===== config.mk =====
export PLATFORM = sky130hd
export DESIGN_NAME = alu_sequencer
export DESIGN_NICKNAME = d
export VERILOG_FILES = /design/src/rtl/alu_pkg.sv /design/src/rtl/alu_sequencer.sv
export SDC_FILE = /design/constraint.sdc
export NUM_CORES = 1
export LEC_CHECK = 0
export CAP_MARGIN = 20
export CORE_MARGIN = 2
export CORE_UTILIZATION = 45
export CTS_BUF_LIST = sky130_fd_sc_hd__clkbuf_4
export DETAILED_ROUTE_END_ITERATION = 12
export PLACE_DENSITY = 0.78
export SLEW_MARGIN = 20
export SYNTH_ARGS = -nofsm -noshare
export SYNTH_HDL_FRONTEND = slang
export SYNTH_SLANG_ARGS = --single-unit

===== constraint.sdc =====
create_clock -name clk -period 4.5 [get_ports clk]
set_clock_uncertainty 0.1 [all_clocks]
set_input_delay 0.9 -clock clk [delete_from_list [all_inputs] [get_ports clk]]
set_output_delay 0.9 -clock clk [all_outputs]
set_load 0.05 [all_outputs]

===== src/rtl/alu_pkg.sv =====
// Function-select encoding shared by the execute-stage alu and the units that drive it.
package alu_pkg;

    typedef enum logic [2:0] {
        ALU_NOP = 3'd0,
        ALU_ADD = 3'd1,
        ALU_SUB = 3'd2,
        ALU_GT  = 3'd3
    } alu_func_t;

endpackage


===== src/rtl/alu_sequencer.sv =====
// Multi-cycle unsigned multiply (shift-add) and divide (restoring) built on an
// external combinational alu; hi/lo hold the product halves or remainder/quotient.
module alu_sequencer
    import alu_pkg::*;
#(
    parameter int length = 16
) (
    input  logic              clk,
    input  logic              rst,
    input  logic              start,
    input  logic              op,
    input  logic [length-1:0] a_in,
    input  logic [length-1:0] b_in,
    output logic              busy,
    output logic              done,
    output logic [length-1:0] result_hi,
    output logic [length-1:0] result_lo,
    output logic              div_by_zero,
    output logic [length-1:0] alu_a,
    output logic [length-1:0] alu_b,
    output alu_func_t         alu_sel,
    input  logic [length-1:0] alu_out
);

    typedef enum logic [2:0] {IDLE, MUL_STEP, DIV_CMP, DIV_SUB, FINISH} state_t;

    localparam int CW = (length > 1) ? $clog2(length) : 1;
    localparam logic [CW-1:0] LAST = CW'(length - 1);

    state_t            state, state_nx;
    logic [CW-1:0]     cnt;
    logic [length-1:0] hi, lo, opnd;
    logic              ext, ge, dbz_pend;

    logic [length-1:0] mul_sum, rem_n, quo_n;
    logic              mul_carry;

    // The alu add wraps, so a carry out shows up as a sum smaller than the addend.
    assign mul_sum   = lo[0] ? alu_out : hi;
    assign mul_carry = lo[0] & (alu_out < hi);
    assign rem_n     = ge ? alu_out : hi;
    assign quo_n     = {lo[length-1:1], ge};

    always_comb begin
        state_nx = state;
        alu_a    = '0;
        alu_b    = '0;
        alu_sel  = ALU_NOP;
        case (state)
            IDLE: begin
                if (start) begin
                    if (!op)              state_nx = MUL_STEP;
                    else if (b_in == '0)  state_nx = FINISH;
                    else                  state_nx = DIV_CMP;
                end
            end
            MUL_STEP: begin
                alu_a   = hi;
                alu_b   = opnd;
                alu_sel = ALU_ADD;
                if (cnt == LAST) state_nx = FINISH;
            end
            DIV_CMP: begin
                alu_a    = opnd;
                alu_b    = hi;
                alu_sel  = ALU_GT;
                state_nx = DIV_SUB;
            end
            DIV_SUB: begin
                alu_a    = hi;
                alu_b    = opnd;
                alu_sel  = ALU_SUB;
                state_nx = (cnt == LAST) ? FINISH : DIV_CMP;
            end
            FINISH:  state_nx = IDLE;
            default: state_nx = IDLE;
        endcase
    end

    // Control and visible results.
    always_ff @(posedge clk) begin
        if (rst) begin
            state       <= IDLE;
            cnt         <= '0;
            busy        <= 1'b0;
            done        <= 1'b0;
            result_hi   <= '0;
            result_lo   <= '0;
            div_by_zero <= 1'b0;
        end else begin
            state <= state_nx;
            busy  <= (state != IDLE);
            done  <= (state == FINISH);
            if (state == MUL_STEP || state == DIV_SUB)
                cnt <= (cnt == LAST) ? '0 : cnt + 1'b1;
            if (state == IDLE && start)
                div_by_zero <= 1'b0;
            if (state == FINISH) begin
                result_hi   <= hi;
                result_lo   <= lo;
                div_by_zero <= dbz_pend;
            end
        end
    end

    // Datapath; each divide bit starts with {ext,hi,lo} already shifted left.
    always_ff @(posedge clk) begin
        case (state)
            IDLE: begin
                if (start) begin
                    opnd     <= op ? b_in : a_in;
                    dbz_pend <= op && (b_in == '0);
                    ext      <= 1'b0;
                    if (!op) begin
                        hi <= '0;
                        lo <= b_in;
                    end else if (b_in == '0) begin
                        hi <= a_in;
                        lo <= '1;
                    end else begin
                        hi <= {{(length-1){1'b0}}, a_in[length-1]};
                        lo <= {a_in[length-2:0], 1'b0};
                    end
                end
            end
            MUL_STEP: begin
                hi <= {mul_carry, mul_sum[length-1:1]};
                lo <= {mul_sum[0], lo[length-1:1]};
            end
            DIV_CMP: ge <= ext | (alu_out == '0);
            DIV_SUB: begin
                if (cnt == LAST) begin
                    ext <= 1'b0;
                    hi  <= rem_n;
                    lo  <= quo_n;
                end else begin
                    ext <= rem_n[length-1];
                    hi  <= {rem_n[length-2:0], quo_n[length-1]};
                    lo  <= {quo_n[length-2:0], 1'b0};
                end
            end
            default: ;
        endcase
    end

endmodule


==> flow_metrics.py, run 1 <==
metrics = {
    "route": {
        "m1WireLength_um": 6797,
        "dr.pass1.iters": 5,
        "drtIter0Drc": 507,
        "wl_met3_um": 1586,
        "highest_layer": "met4",
        "drc": 0,
        "post_drt_wl_per_cell_um": 19.59,
        "wl_met2_um": 8075,
        "vias": 5194,
        "via_per_inst": 6.054,
        "ant_nets": 0,
        "drt-total-wl_um": 16810,
    },
    "timing": {
        "slew_viol_final": 0,
        "setup_violations": 0,
        "period_share_pct": 91.51,
        "tns_ps": 0,
        "final-hold-violation-count": 0,
        "post-route-min-period_ps": 4118,
        "tightest_slew_ps": 1033,
        "rsz0062_at_grt": "false",
        "clock.fmax_mhz": 242.8,
        "slew_headroom_pct": 31.15,
    },
    "setup_path": {
        "required_ps": 3500,
        "path_class": "flip-flop to output port",
        "critPathCapture": "alu_b[15]",
        "cp_max_fo": 31,
        "start_kind": "flip-flop",
        "r2r-end": "lo[12]$_DFFE_PP_",
        "end_kind": "output port",
        "rrSetupSlack_ps": 1020,
        "crit_arrival_ps": 3120,
        "reg2reg_from": "state[2]$_SDFFE_PP0P_",
        "startpoint": "state[0]$_SDFFE_PP0P_",
        "reg2reg_depth": 6,
    },
    "layout": {
        "nNetsFinal": 777,
        "drive_gt1_share_pct": 4.902,
        "fill_cells": 997,
        "area_delta_synth_final_pct": 25.71,
        "instances_no_fill": 858,
    },
    "pwr": {
        "internal-power_w": 0.001537,
        "seqPwrFrac_pct": 46.1,
        "leakagePower_nw": 2.398,
        "powerDensity_mw_per_mm2": 384.3,
        "clockPowerShare_pct": 18.9,
        "pwr-share-comb_pct": 34.9,
        "switching_share_pct": 39.95,
        "p_switching_w": 0.001023,
        "ir_drop_uv": 174.0,
    },
    "place": {
        "dp_hpwl_um": 12430,
        "io_buffers": 120,
        "gp_congestion": 0.9883,
        "numPlacedInstances": 841,
    },
    "synthesis": {
        "yosys-top-cells-area": "edfxtp_1, dfxtp_1, nand2_1",
        "yosysWarnings": 0,
        "yosys.area.top_type": "edfxtp_1",
        "ys.flop_type": "edfxtp_1",
        "syn_area_mm2": 0.005299,
        "async_flop_share_pct": 0,
        "netlist_instances": 617,
        "ys_ff_latch": 93,
        "synth_fp_nets": 685,
        "synth_cell_type_count": 51,
        "synth_edf_count": 51,
        "synth_top_cell_area_share_pct": 28.90,
        "ys_seq_area_share_pct": 44.77,
        "synth_commonest_cells": "nand2_1, o21ai_0, edfxtp_1",
        "syn_area_per_cell_um2": 8.588,
        "yosysMostFrequentCell": "nand2_1",
    },
    "clocking": {
        "cts.sinks": 93,
        "clockRootBuffer": "clkbuf_4",
        "cts_setup_buffers": 0,
        "clk_path_buf_depth": 2,
        "cts_made_buffers": 9,
        "clk_latency_ps": 470,
        "htree_levels": 3,
        "clk_pin_slew_ps": 160,
        "cts_resized": 0,
        "cts_tree": "done",
        "hold_buffers": 0,
    },
    "floorplanning": {
        "dieArea_mm2": 0.01266,
        "boundaryPins": 122,
        "die_h_um": 112.5,
        "rows": 39,
        "core-area_mm2": 0.01147,
        "die_x_um": 112.5,
        "floorplan.initialDensity_pct": 46.21,
    },
    "status": {
        "status": "finished, final reports clean",
    },
    "global_routing": {
        "grt-ovfl-total": 0,
        "grtUsageTotal_pct": 26.01,
        "grt_pass1_wl_um": 25830,
        "antenna_found_initial": 1,
        "grt_pass1_vias": 4912,
        "grt_max_degree": 35,
    },
    "run": {
        "max_cap_viol_count": 0,
    },
    "hold_path": {
        "hp-class": "flip-flop to flip-flop",
        "worst_hold_startpoint": "result_hi[4]$_SDFFE_PP0P_",
    },
}
==> critical path, cell delays in order (launching register included) <==
cell and delay [ps]:
dfxtp_1 650, and2b_1 880, a22o_1 280, clkdlybuf4s50_1 830
==> stage by stage <==
stage	power, W	utilization (%)	setup WS [ps]	cell area, um2	hold slack, ps
after global placement	0.002067	56.77	980.7	6510	342.4
after global routing	0.002670	58.07	241.3	6659	388.7
after detailed placement	0.002080	56.77	937.2	6510	347.3
final	0.002560	58.09	381.8	6661	364.6
after floorplan	0.001739	-	1570	5299	365.8
after CTS	0.002554	58.04	377.4	6655	365.4
==> how the worst min path moves through the flow <==
stage                                 end  slack, ps  depth (start not counted)
2_1_floorplan         cnt[1]$_SDFFE_PP0N_        370                          2
5_1_grt        result_hi[10]$_SDFFE_PP0P_        390                          2
6_report        result_hi[4]$_SDFFE_PP0P_        360                          2
4_1_cts         result_hi[6]$_SDFFE_PP0P_        370                          2
3_3_place_gp    result_hi[4]$_SDFFE_PP0P_        340                          2
3_5_place_dp    result_hi[6]$_SDFFE_PP0P_        350                          2
==> cell usage in the layout (no fill, tap or decap), types with 2 or more instances in the layout <==
cell             synthesis  routed
a22oi_1                 15      15
dfxtp_1                 42      42
clkbuf_4                 0       9
a22o_1                  17      17
ha_1                    16      16
o21ai_0                 76      76
mux2_2                   2       2
inv_1                   32      32
buf_4                    4       8
a31oi_1                  2       2
nor3_1                  16      16
clkdlybuf4s50_1          0     120
nand2_2                  1       2
nor4_1                   8       8
inv_6                    0       2
o22ai_1                 16      16
nand3_1                  4       4
mux2i_1                 32      32
o21ai_1                 17      17
nand2_1                110     109
and3_1                   3       3
edfxtp_1                51      51
a21oi_1                 49      49
a221oi_1                 2       2
nand2b_1                 2       2
nor2_1                  33      33
==> power groups by stage <==
stage	Clock, W	Combinational [W]	Sequential [W]
finish	0.000484	0.000894	0.00118
global route	0.000523	0.000955	0.00119
CTS	0.000490	0.000886	0.00118
detailed placement	0	0.000883	0.00120
global placement	0	0.000872	0.00120
floorplan	0	0.000586	0.00115
==> cell families (layout without fill, tap and decap cells) <==
logic type / Yosys count / in the layout / synth area share (%)
AO/OA/AOI/OAI: 202 / 202 / 22.15
other: 1 / 2 / 0.07077
multiplexers: 34 / 34 / 6.470
buffers and inverters: 80 / 177 / 6.777
adder cells (fa/ha/maj): 16 / 16 / 3.778
flip-flops: 93 / 93 / 44.77
XOR/XNOR: 2 / 2 / 0.3306
AND/OR/NAND/NOR: 189 / 189 / 15.66
==> registers in the layout (all words and copies together) (netlist names) <==
signal       cells
lo              16
ext              1
hi              16
dbz_pend         1
busy             1
result_lo       16
state            3
cnt              4
ge               1
div_by_zero      1
done             1
result_hi       16
opnd            16
==> layout make-up <==
cell class	count	area, um2	area share, %
Timing Repair Buffer	128	1261	18.93
Clock inverter	7	77.57	1.165
Multi-Input combinational cell	444	2577	38.69
Antenna cell	1	2.502	0.03757
Clock buffer	9	67.56	1.014
Sequential cell	93	2372	35.61
Tap cell	143	178.9	2.686
Inverter	33	123.9	1.860
==> metal layers <==
layer  up-vias  GRT usage [%]
li1       2383              -
met1      2455          34.60
met2       323          43.25
met3        33          4.374
met4         0          8.780
met5         -              0
No activity file was read; power rests on OpenSTA's default activity.
==> run 2, diff against run 1 <==
- GPL_ROUTABILITY_DRIVEN: unset -> 1
- SLEW_MARGIN: 20 -> unset
==> flow_metrics.py, run 2 (same netlist as run 1, synthesis figures left out) <==
metrics = {
    "floorplanning": {
        "rows": 39,
        "die_x_um": 112.5,
        "core-area_mm2": 0.01147,
        "floorplan.initialDensity_pct": 46.21,
        "dieArea_mm2": 0.01266,
        "boundaryPins": 122,
        "die_h_um": 112.5,
    },
    "route": {
        "via_per_inst": 6.017,
        "post_drt_wl_per_cell_um": 19.67,
        "dr.pass1.iters": 5,
        "vias": 5175,
        "drt-total-wl_um": 16920,
        "drtIter0Drc": 470,
        "drc": 0,
        "ant_nets": 0,
    },
    "hold_path": {
        "hp-class": "flip-flop to flip-flop",
    },
    "clocking": {
        "cts_tree": "done",
        "htree_levels": 3,
        "cts.sinks": 93,
        "cts_setup_buffers": 0,
        "hold_buffers": 0,
        "cts_made_buffers": 9,
        "clk_pin_slew_ps": 170,
        "clk_path_buf_depth": 2,
        "clk_latency_ps": 470,
        "cts_resized": 0,
        "clockRootBuffer": "clkbuf_4",
    },
    "setup_path": {
        "path_cells": "and2b_1, a22o_1, clkdlybuf4s50_1",
        "path_buf_inv": 1,
        "slowest_delay_ps": 880,
        "slowest_stage": "and2b_1",
        "start_kind": "flip-flop",
        "cp_top_family": "simple AND/OR/NAND/NOR gates",
        "cp_max_fo": 31,
        "required_ps": 3500,
        "path_class": "flip-flop to output port",
        "crit_arrival_ps": 3140,
        "end_kind": "output port",
    },
    "timing": {
        "clock.fmax_mhz": 241.6,
        "final-hold-violation-count": 0,
        "tns_ps": 0,
        "post-route-min-period_ps": 4139,
        "tightest_slew_ps": 1035,
        "slew_headroom_pct": 31.03,
        "worst_hold_slack_ps": 364.6,
        "slew_viol_final": 0,
        "setup_violations": 0,
        "period_share_pct": 91.98,
        "rsz0062_at_grt": "false",
    },
    "global_routing": {
        "grt_pass1_vias": 4912,
        "antenna_found_initial": 1,
        "grt_pass1_wl_um": 25830,
        "grt-ovfl-total": 0,
        "grt_max_degree": 35,
        "grtUsageTotal_pct": 26.01,
    },
    "pwr": {
        "powerDensity_mw_per_mm2": 383.5,
        "internal-power_w": 0.001541,
        "seqPwrFrac_pct": 46.0,
        "p_switching_w": 0.001028,
        "leakagePower_nw": 2.418,
        "pwr-share-comb_pct": 34.9,
        "clockPowerShare_pct": 19.1,
        "switching_share_pct": 40.02,
        "totalPowerFinal_w": 0.002569,
        "ir_drop_uv": 173.6,
    },
    "layout": {
        "nNetsFinal": 779,
        "mostFrequentLayoutCells": "clkdlybuf4s50_1, nand2_1, o21ai_0",
        "utilization_pct": 58.43,
        "drive_gt1_share_pct": 4.888,
        "final_common_cell": "clkdlybuf4s50_1",
        "area_delta_synth_final_pct": 26.45,
    },
    "place": {
        "dp_hpwl_um": 12430,
        "io_buffers": 120,
        "gp_congestion": 0.9883,
    },
    "status": {
        "status": "finished, final reports clean",
    },
    "run": {
        "max_cap_viol_count": 0,
    },
}
[run 2: final timing paths]
path	from	to	slack (ps)	depth (start not counted)
setup / recovery	state[0]$_SDFFE_PP0P_	alu_b[15]	360	3
hold reg to reg	result_hi[12]$_SDFFE_PP0P_	result_hi[12]$_SDFFE_PP0P_	360	2
hold / removal	result_hi[12]$_SDFFE_PP0P_	result_hi[12]$_SDFFE_PP0P_	360	2
setup reg to reg	state[2]$_SDFFE_PP0P_	lo[8]$_DFFE_PP_	1030	6
[run 2: layout make-up]
type,instances,area [um2]
Antenna cell,1,2.502
Clock buffer,9,67.56
Clock inverter,7,77.57
Fill cell,987,4767
Inverter,33,123.9
Multi-Input combinational cell,444,2574
Sequential cell,93,2372
Tap cell,143,178.9
Timing Repair Buffer,130,1304
[run 2: power groups by stage]
stage | registers (W) | logic [W] | clock network, W
finish | 0.00118 | 0.000898 | 0.000490
global route | 0.00119 | 0.000960 | 0.000523
CTS | 0.00118 | 0.000886 | 0.000490
detailed placement | 0.00120 | 0.000883 | 0
global placement | 0.00120 | 0.000872 | 0
floorplan | 0.00115 | 0.000586 | 0
[run 2: tightest hold or removal path: stages (launching register included)]
cell,delay (ps)
dfxtp_1,340
nand2_1,50
a21oi_1,50
[run 2: per-stage QoR]
stage / cells / area (um2) / worst slack (ps)
2_1_floorplan: 617 / 5299 / 1570
6_report: 860 / 6700 / 361.1
3_3_place_gp: 841 / 6510 / 980.7
3_5_place_dp: 841 / 6510 / 937.2
5_1_grt: 859 / 6698 / 238.3
4_1_cts: 857 / 6655 / 377.4
[run 2: per-layer routing]
metal,track usage (%),share of wire [%],vias up
met5,0,0,-
met4,8.780,2.1,0
met3,4.374,9.7,30
met2,43.25,48,325
met1,34.60,41,2428
li1,-,-,2392
==> run 3, diff against run 2 <==
- CORE_MARGIN: 2 -> 4
- CORE_UTILIZATION: 45 -> 56
- PLACE_DENSITY: 0.78 -> 0.93
==> flow_metrics.py, run 3 (same netlist as run 1, synthesis figures left out) <==
metrics = {
    "route": {
        "vias": 5287,
        "ant_nets": 0,
        "wl_met2_um": 7660,
        "drc": 0,
        "dr.pass1.iters": 6,
        "post_drt_wl_per_cell_um": 19.49,
        "via_per_inst": 6.249,
        "drt-total-wl_um": 16490,
        "drtIter0Drc": 631,
        "highest_layer": "met4",
        "m1WireLength_um": 6430,
        "wl_met3_um": 1776,
    },
    "clocking": {
        "cts.sinks": 93,
        "clockRootBuffer": "clkbuf_4",
        "htree_levels": 3,
        "clk_pin_slew_ps": 160,
        "cts_tree": "done",
        "hold_buffers": 0,
        "cts_resized": 0,
        "cts_made_buffers": 9,
        "clk_path_buf_depth": 2,
        "clk_latency_ps": 460,
        "cts_setup_buffers": 0,
    },
    "global_routing": {
        "grt_pass1_wl_um": 26250,
        "grt_pass1_vias": 5180,
        "grt-ovfl-total": 0,
        "grtUsageTotal_pct": 29.60,
        "antenna_found_initial": 0,
        "grt_max_degree": 49,
    },
    "timing": {
        "final-hold-violation-count": 0,
        "post-route-min-period_ps": 3947,
        "clock.fmax_mhz": 253.4,
        "tns_ps": 0,
        "slew_headroom_pct": 30.78,
        "rsz0062_at_grt": "false",
        "setup_violations": 0,
        "slew_viol_final": 0,
        "tightest_slew_ps": 1038,
        "period_share_pct": 87.71,
    },
    "layout": {
        "mostFrequentLayoutCells": "clkdlybuf4s50_1, nand2_1, o21ai_0",
        "area_delta_synth_final_pct": 26.12,
        "fill_cells": 697,
        "n_antenna_cell": 0,
        "stdcell_area_mm2": 0.006683,
        "final_common_cell": "clkdlybuf4s50_1",
        "nNetsFinal": 780,
        "drive_gt1_share_pct": 4.881,
    },
    "pwr": {
        "internal-power_w": 0.001544,
        "powerDensity_mw_per_mm2": 384.9,
        "p_switching_w": 0.001028,
        "clockPowerShare_pct": 19.2,
        "ir_drop_uv": 231.0,
        "switching_share_pct": 39.97,
        "leakagePower_nw": 2.424,
        "seqPwrFrac_pct": 45.5,
        "pwr-share-comb_pct": 35.2,
    },
    "setup_path": {
        "start_kind": "flip-flop",
        "path_cells": "nand2b_1, o21ai_0, clkdlybuf4s50_1",
        "slowest_delay_ps": 880,
        "path_class": "flip-flop to output port",
        "cp_top_family": "buffers and inverters",
        "crit_arrival_ps": 2950,
        "required_ps": 3500,
        "slowest_stage": "clkdlybuf4s50_1",
        "path_buf_inv": 1,
        "cp_max_fo": 16,
        "end_kind": "output port",
    },
    "hold_path": {
        "hp-class": "flip-flop to flip-flop",
    },
    "floorplanning": {
        "dieArea_mm2": 0.01108,
        "die_h_um": 105.3,
        "floorplan.initialDensity_pct": 57.35,
        "die_x_um": 105.3,
        "boundaryPins": 122,
        "core-area_mm2": 0.009240,
        "rows": 35,
    },
    "place": {
        "placed_cell_area_mm2": 0.006507,
        "io_buffers": 120,
        "dp_hpwl_um": 12140,
        "gp_congestion": 0.9684,
    },
    "run": {
        "max_cap_viol_count": 0,
    },
    "status": {
        "status": "finished, final reports clean",
    },
}
## run 3: cell type report
type                       count  area, um2  share of cell area, %
clock buffer                   9      67.56                  1.011
clock inverter                 7      80.08                  1.198
inverter                      33      123.9                  1.854
multi-input combinational    444       2574                  38.51
sequential                    93       2372                  35.50
tap                          129      161.4                  2.415
timing repair buffer         131       1304                  19.51
## run 3: path summary, 6_finish.rpt
path                              from                        end  slack (ps)  cells past startpoint
min reg2reg  result_hi[8]$_SDFFE_PP0P_  result_hi[8]$_SDFFE_PP0P_         370                      2
max reg2reg      state[0]$_SDFFE_PP0P_            hi[8]$_DFFE_PP_        1420                      6
max              state[0]$_SDFFE_PP0P_                  alu_a[15]         550                      3
min          result_hi[8]$_SDFFE_PP0P_  result_hi[8]$_SDFFE_PP0P_         370                      2
## run 3: worst reg2reg max path, cell delays in order (launching register included)
cell and delay, ps:
dfxtp_1 630, and2b_1 740, buf_4 350, nand3_1 520
o22ai_1 290, o21ai_0 180, o21ai_1 120
## run 3: stage by stage
step / utilization [%] / total power [W] / setup WS, ps / hold slack, ps / std cells
5_1_grt: 72.32 / 0.002670 / 461.9 / 386.3 / 846
6_report: 72.32 / 0.002572 / 553.1 / 365.8 / 846
3_3_place_gp: 70.43 / 0.002047 / 1201 / 341.6 / 829
3_5_place_dp: 70.43 / 0.002070 / 1143 / 346.1 / 829
2_1_floorplan: - / 0.001739 / 1570 / 365.8 / 617
4_1_cts: 72.02 / 0.002546 / 620.5 / 365.5 / 845
## run 3: routing by layer
metal / up-vias / GRT usage (%)
met5: - / 0
met4: 0 / 13.31
met3: 69 / 5.940
met2: 384 / 47.54
met1: 2437 / 38.67
li1: 2397 / -
## run 3: power by group through the flow
stage               clock [W]  sequential [W]  combinational (W)
global route         0.000524         0.00118           0.000965
CTS                  0.000492         0.00116           0.000890
finish               0.000494         0.00117           0.000907
global placement            0         0.00118           0.000865
detailed placement          0         0.00118           0.000887
floorplan                   0         0.00115           0.000586
